### config.mk
export PLATFORM = sky130hd
export DESIGN_NAME = fsd_scan_driver
export DESIGN_NICKNAME = d
export VERILOG_FILES = /design/src/rtl/fsd_scan_driver.sv
export SDC_FILE = /design/constraint.sdc
export NUM_CORES = 1
export LEC_CHECK = 0
export ABC_AREA = 1
export CORE_UTILIZATION = 45
export DETAILED_ROUTE_END_ITERATION = 10
export GPL_TIMING_DRIVEN = 0
export HOLD_SLACK_MARGIN = 0.15
export PLACE_DENSITY = 0.67
export SLEW_MARGIN = 20
export SYNTH_ARGS = -nofsm -noshare
export SYNTH_HDL_FRONTEND = slang
export SYNTH_SLANG_ARGS = --single-unit
### constraint.sdc
create_clock -name clk -period 3.69 [get_ports clk]
set_input_delay 0.738 -clock clk [delete_from_list [all_inputs] [get_ports clk]]
set_output_delay 0.738 -clock clk [all_outputs]
set_load 0.005 [all_outputs]
### src/rtl/fsd_scan_driver.sv
// Multiplexed fourteen-segment scan driver: double-buffered ASCII display with frame PWM
// brightness. Define FSD_SCAN_BLINK_EN to compile in per-digit blinking.
module fsd_scan_driver #(
  parameter int DIGITS       = 4,
  parameter int DWELL        = 1,
  parameter int BRIGHT_W     = 3,
  parameter int BLINK_FRAMES = 8
) (
  input  logic                  clk,
  input  logic                  reset,
  input  logic [8*DIGITS-1:0]   chars,
  input  logic [DIGITS-1:0]     dp,
  input  logic                  load,
  input  logic [BRIGHT_W-1:0]   brightness,
  input  logic [DIGITS-1:0]     blink_mask,
  output logic [14:0]           seg,
  output logic [DIGITS-1:0]     dig,
  output logic                  frame_start
);
  localparam int DW_W  = (DWELL > 1)  ? $clog2(DWELL)  : 1;
  localparam int IDX_W = (DIGITS > 1) ? $clog2(DIGITS) : 1;

  // Active-low glyphs; lowercase folds to uppercase, anything unmapped is blank.
  function automatic logic [13:0] font(input logic [7:0] c);
    logic [7:0]  u;
    logic [13:0] on;
    u = (c >= 8'h61 && c <= 8'h7A) ? c - 8'h20 : c;
    case (u)
      8'h30: on = 14'h003F;  8'h31: on = 14'h0406;
      8'h32: on = 14'h00DB;  8'h33: on = 14'h008F;
      8'h34: on = 14'h00E6;  8'h35: on = 14'h00ED;
      8'h36: on = 14'h00FD;  8'h37: on = 14'h0007;
      8'h38: on = 14'h00FF;  8'h39: on = 14'h00EF;
      8'h41: on = 14'h00F7;  8'h42: on = 14'h128F;
      8'h43: on = 14'h0039;  8'h44: on = 14'h120F;
      8'h45: on = 14'h00F9;  8'h46: on = 14'h0071;
      8'h47: on = 14'h00BD;  8'h48: on = 14'h00F6;
      8'h49: on = 14'h1209;  8'h4A: on = 14'h001E;
      8'h4B: on = 14'h2470;  8'h4C: on = 14'h0038;
      8'h4D: on = 14'h0536;  8'h4E: on = 14'h2136;
      8'h4F: on = 14'h003F;  8'h50: on = 14'h00F3;
      8'h51: on = 14'h203F;  8'h52: on = 14'h20F3;
      8'h53: on = 14'h018D;  8'h54: on = 14'h1201;
      8'h55: on = 14'h003E;  8'h56: on = 14'h0C30;
      8'h57: on = 14'h2836;  8'h58: on = 14'h2D00;
      8'h59: on = 14'h1500;  8'h5A: on = 14'h0C09;
      8'h2D: on = 14'h00C0;
      default: on = 14'h0000;
    endcase
    return ~on;
  endfunction

  logic                       run;
  logic [IDX_W-1:0]           idx, nxt_idx;
  logic [DW_W-1:0]            dwell_cnt, nxt_dwell;
  logic                       boundary;
  logic [DIGITS-1:0][7:0]     act_chars, pend_chars, nxt_chars;
  logic [DIGITS-1:0]          act_dp, pend_dp, nxt_dp;
  logic                       pend_valid;
  logic [BRIGHT_W-1:0]        pwm_cnt, nxt_pwm;
  logic                       lit, blanked;

  // run is low only for the first edge after reset, which presents digit 0 as a boundary.
  always_comb begin
    nxt_idx   = idx;
    nxt_dwell = dwell_cnt;
    boundary  = 1'b0;
    if (!run) begin
      nxt_idx   = '0;
      nxt_dwell = '0;
      boundary  = 1'b1;
    end else if (dwell_cnt == DW_W'(DWELL - 1)) begin
      nxt_dwell = '0;
      if (idx == IDX_W'(DIGITS - 1)) begin
        nxt_idx  = '0;
        boundary = 1'b1;
      end else begin
        nxt_idx = idx + IDX_W'(1);
      end
    end else begin
      nxt_dwell = dwell_cnt + DW_W'(1);
    end
  end

  always_comb begin
    nxt_chars = act_chars;
    nxt_dp    = act_dp;
    if (boundary) begin
      if (load) begin
        nxt_chars = chars;
        nxt_dp    = dp;
      end else if (pend_valid) begin
        nxt_chars = pend_chars;
        nxt_dp    = pend_dp;
      end
    end
  end

  // pwm_cnt holds the current frame's level, so the reset-release frame uses level 0.
  assign nxt_pwm = (boundary && run) ? pwm_cnt + BRIGHT_W'(1) : pwm_cnt;
  assign lit     = (nxt_pwm <= brightness);

`ifdef FSD_SCAN_BLINK_EN
  localparam int BC_W = (BLINK_FRAMES > 1) ? $clog2(BLINK_FRAMES) : 1;
  logic [BC_W-1:0] blink_cnt, nxt_bcnt;
  logic            blink_phase, nxt_phase;

  always_comb begin
    nxt_bcnt  = blink_cnt;
    nxt_phase = blink_phase;
    if (boundary && run) begin
      if (blink_cnt == BC_W'(BLINK_FRAMES - 1)) begin
        nxt_bcnt  = '0;
        nxt_phase = ~blink_phase;
      end else begin
        nxt_bcnt = blink_cnt + BC_W'(1);
      end
    end
  end

  assign blanked = nxt_phase & blink_mask[nxt_idx];

  always_ff @(posedge clk or posedge reset) begin
    if (reset) begin
      blink_cnt   <= '0;
      blink_phase <= 1'b0;
    end else begin
      blink_cnt   <= nxt_bcnt;
      blink_phase <= nxt_phase;
    end
  end
`else
  localparam int blink_frames_unused = BLINK_FRAMES;
  logic blink_unused;
  assign blink_unused = ^blink_mask;
  assign blanked      = 1'b0;
`endif

  always_ff @(posedge clk or posedge reset) begin
    if (reset) begin
      run        <= 1'b0;
      idx        <= '0;
      dwell_cnt  <= '0;
      pwm_cnt    <= '0;
      act_chars  <= {DIGITS{8'h20}};
      act_dp     <= '1;
      pend_chars <= {DIGITS{8'h20}};
      pend_dp    <= '1;
      pend_valid <= 1'b0;
    end else begin
      run       <= 1'b1;
      idx       <= nxt_idx;
      dwell_cnt <= nxt_dwell;
      pwm_cnt   <= nxt_pwm;
      act_chars <= nxt_chars;
      act_dp    <= nxt_dp;
      if (load) begin
        pend_chars <= chars;
        pend_dp    <= dp;
      end
      if (boundary)  pend_valid <= 1'b0;
      else if (load) pend_valid <= 1'b1;
    end
  end

  always_ff @(posedge clk or posedge reset) begin
    if (reset) begin
      seg         <= 15'h7FFF;
      dig         <= '1;
      frame_start <= 1'b0;
    end else begin
      frame_start <= boundary;
      if (!lit) begin
        seg <= '1;
        dig <= '1;
      end else begin
        dig <= ~(DIGITS'(1) << nxt_idx);
        seg <= blanked ? 15'h7FFF : {nxt_dp[nxt_idx], font(nxt_chars[nxt_idx])};
      end
    end
  end
endmodule

==> key figures <==
Clocking
  • Clock Tree Root: clkbuf_16
  • Post-CTS resize count: 1
  • Max clock buf depth: 2
  • Setup bufs post-CTS: 0
  • CTS tree: yes
  • Hold-fix buffer count after cts: 0
  • Clk_lat worst skew: 0.35 ns
  • H-tree Lvls: 3
  • Num CTS Buffers: 9
  • Sink Count: 99
  • Worst-path clk slew: 0.07 ns

Route
  • Detailed Route WL: 13,400 um
  • First drt pass iteration count: 8
  • Remaining routing DRC violations: 7
  • Vias: 4,710
  • Via density: 5.07
  • Post-route ant nets: 0
  • DR WL/cell: 14.5 um
  • DR iter-0 viols: 345

Place
  • Port Buf Inserts: 60
  • Detail Placement HPWL: 10,000 um
  • Routability congestion estimate: 0.914
  • DP Area: 6250 um2

Timing
  • Worst Tran Pin Value: 0.685 ns
  • Final Hold Fails: 0
  • Crit path time final: 3.37 ns
  • Final setup fails: 0
  • Fin crit share: 91.3%
  • Slew headroom: 54.2%
  • Unrepaired setup endpoints after global routing: no
  • Final clock skew: 0.0111 ns
  • F_max: 297 MHz
  • Max Slew Vio Count: 0

Synthesis
  • Post-synth top area cell: dfrtp_1
  • Synth top cells by count: nand2_1, dfrtp_1, nand3_1, inv_1, dfstp_2
  • Synth top area share: 29.5%
  • Synth cell types: 39
  • Top FF cell, synth: dfrtp_1
  • Sequential fraction of the synthesis area: 46.4%
  • Mapped Cells: 709
  • Area contributors post-synth: dfrtp_1, nand2_1, dfstp_2
  • Syn Std Cell Area: 5440 um2
  • Yosys Warn Count: 0
  • EDFF count, synth: 0
  • Most frequent cell after synthesis: nand2_1
  • Syn_area_per_cell: 7.67 um2
  • Ys async rst share: 100%
  • Synthesized net count: 769
  • Synth Register Bits: 99

Worst setup path
  • R2r endpoint: seg[13]$_DFF_PP1_
  • Arr. time, crit path: 3.66 ns
  • Reg2Reg Depth: 16
  • Critical R2R Launch: idx[0]$_DFF_PP0_
  • Critical path's slowest cell: a31oi_2
  • Data required, critical path: 3.98 ns
  • CP most frequent cell: nand2_1
  • Setup CP Type: reg -> reg
  • CP Max Fanout: 6
  • CP Cell Sequence: ha_1, nand2_1, inv_1, nand2_1, xor2_1, inv_1, ha_1, nand2_1, o21a_1, a31oi_2, inv_1, nand2_1, inv_1, a21oi_1, nor2_1, nand2_1
  • Crit. End Element: flip-flop
  • Setup crit start kind: flip-flop
  • Worst R2R Setup Slack: 0.32 ns
  • Slowest stage delay, CP: 0.55 ns

Run status
  • Violated checks: design-rule violations
  • Status: finished with violations

Min path
  • Hold Startpoint: pend_chars[13]$_DFFE_PP1P_
  • Hold Path Class: reg -> reg
  • Worst hold path endpoint: pend_chars[13]$_DFFE_PP1P_
  • Hold depth: 2

Finish
  • Layout cells sized above 1: 15.0%
  • Post-Layout Inst Area: 6570 um2
  • Fill cell count: 1,130
  • Area delta synth->final: 20.9%
  • Nets: 841
  • Antenna cells: 0

Pwr
  • Leak: 3.28 nW
  • Peak supply drop: 0.000284 V
  • Overall Power: 3.81 mW
  • PwrDens: 580 nW/um2

Die
  • Top Ports: 66
  • Die W: 112 um
  • Starting Density: 46.8%
  • Die Y: 112 um
  • Full die area: 12,500 um2
  • Core Box Area: 11,600 um2
  • Row cnt: 39

Run
  • Maxcap violations: 0

Global route
  • Antenna violations before repair: 0
  • Gr usage total: 23.2%
  • First-pass GRT wire length: 22,700 um
  • Pin count of the biggest net entering global routing: 84
  • Vias in the first global route: 4,539
  • GRT overflow: 0
## report_power, final
part / total (mW) / leakage (nW) / internal (mW) / switching (mW)
logic: 1.45 / 1.97 / 0.531 / 0.914
clock network: 0.984 / 0.151 / 0.570 / 0.414
registers: 1.38 / 1.16 / 1.31 / 0.0679
total: 3.81 / 3.28 / 2.42 / 1.40
## worst max-delay path by stage
stage	slack, ns	from	to
5_1_grt	0.003	idx[0]$_DFF_PP0_	seg[13]$_DFF_PP1_
4_1_cts	0.1	idx[0]$_DFF_PP0_	seg[1]$_DFF_PP1_
3_3_place_gp	-0.94	reset	pend_chars[27]$_DFFE_PP0P_
3_5_place_dp	-0.08	load	seg[1]$_DFF_PP1_
6_report	0.32	idx[0]$_DFF_PP0_	seg[13]$_DFF_PP1_
2_1_floorplan	0.42	reset	act_chars[0]$_DFF_PP0_
## layout make-up
type | count | area (um2) | area share, %
Multi-Input combinational cell | 525 | 2530 | 38.5
Inverter | 54 | 208 | 3.16
Tap cell | 143 | 179 | 2.72
Timing Repair Buffer | 61 | 628 | 9.56
Sequential cell | 99 | 2520 | 38.4
Clock inverter | 4 | 57.6 | 0.876
Buffer | 31 | 193 | 2.93
Clock buffer | 12 | 256 | 3.90
## metrics by stage
| step | std cells | setup slack [ns] | hold slack [ns] | TNS, ns | util (%) |
|---|---|---|---|---|---|
| 2_1_floorplan | 709 | 0.419 | 0.438 | 0 | - |
| 3_3_place_gp | 912 | -0.942 | 0.451 | -59.87 | 53.5 |
| 3_5_place_dp | 913 | -0.0841 | 0.455 | -0.788 | 53.8 |
| 5_1_grt | 929 | 0.00318 | 0.487 | 0 | 56.6 |
| 6_report | 929 | 0.322 | 0.464 | 0 | 56.6 |
| 4_1_cts | 929 | 0.0968 | 0.467 | 0 | 56.6 |
## sequential cells by signal, indices dropped and copies added (netlist names), 2 cells and up
name and count:
pend_chars 32, dig 4, idx 2, act_chars 32, act_dp 4, pwm_cnt 3, seg 15, pend_dp 4
## cells by family after synthesis
group,count (synthesis),share of synthesized area (%)
buffers and inverters,85,7.27
flip-flops,99,46.4
XOR/XNOR,2,0.322
other,1,0.0690
AND/OR/NAND/NOR,441,36.1
adder cells (fa/ha/maj),14,3.22
AO/OA/AOI/OAI,67,6.65
## worst max-delay path, delay by kind of cell, from the launching register on
kind	cells	cell delay [ns]
flops	1	0.44
buf+inv	4	0.54
fa+ha+maj	2	0.63
xor+xnor	1	0.13
simple gates	6	0.65
compound gates	3	0.91
## routing by layer
layer / GRT usage (%) / part of all wire [%] / vias to the layer above
li1: - / - / 2402
met3: 3.32 / 5.5 / 13
met4: 7.57 / 1.3 / 0
met5: 0 / 0 / -
met2: 36.1 / 45 / 121
met1: 33.2 / 49 / 2174
## cell usage in the layout (no fill, tap or decap), types with 2 or more instances in the layout
cell,count
a21boi_0,2
inv_2,7
inv_6,2
inv_1,45
nor2_4,5
nand3_2,4
nand3_1,62
nand2_4,4
nand2_2,8
buf_6,4
clkbuf_1,6
buf_4,5
nor2_2,9
a31oi_1,4
nand2_1,301
xor2_1,2
dfrtp_1,64
clkbuf_8,2
buf_1,3
buf_2,13
o21ai_0,23
dfstp_2,35
and2_1,2
nand4_1,15
clkbuf_16,9
nor3_1,4
o21ai_1,4
a21oi_1,28
nor2_1,23
clkdlybuf4s50_1,60
ha_1,14
No activity file was read; power rests on OpenSTA's default activity.
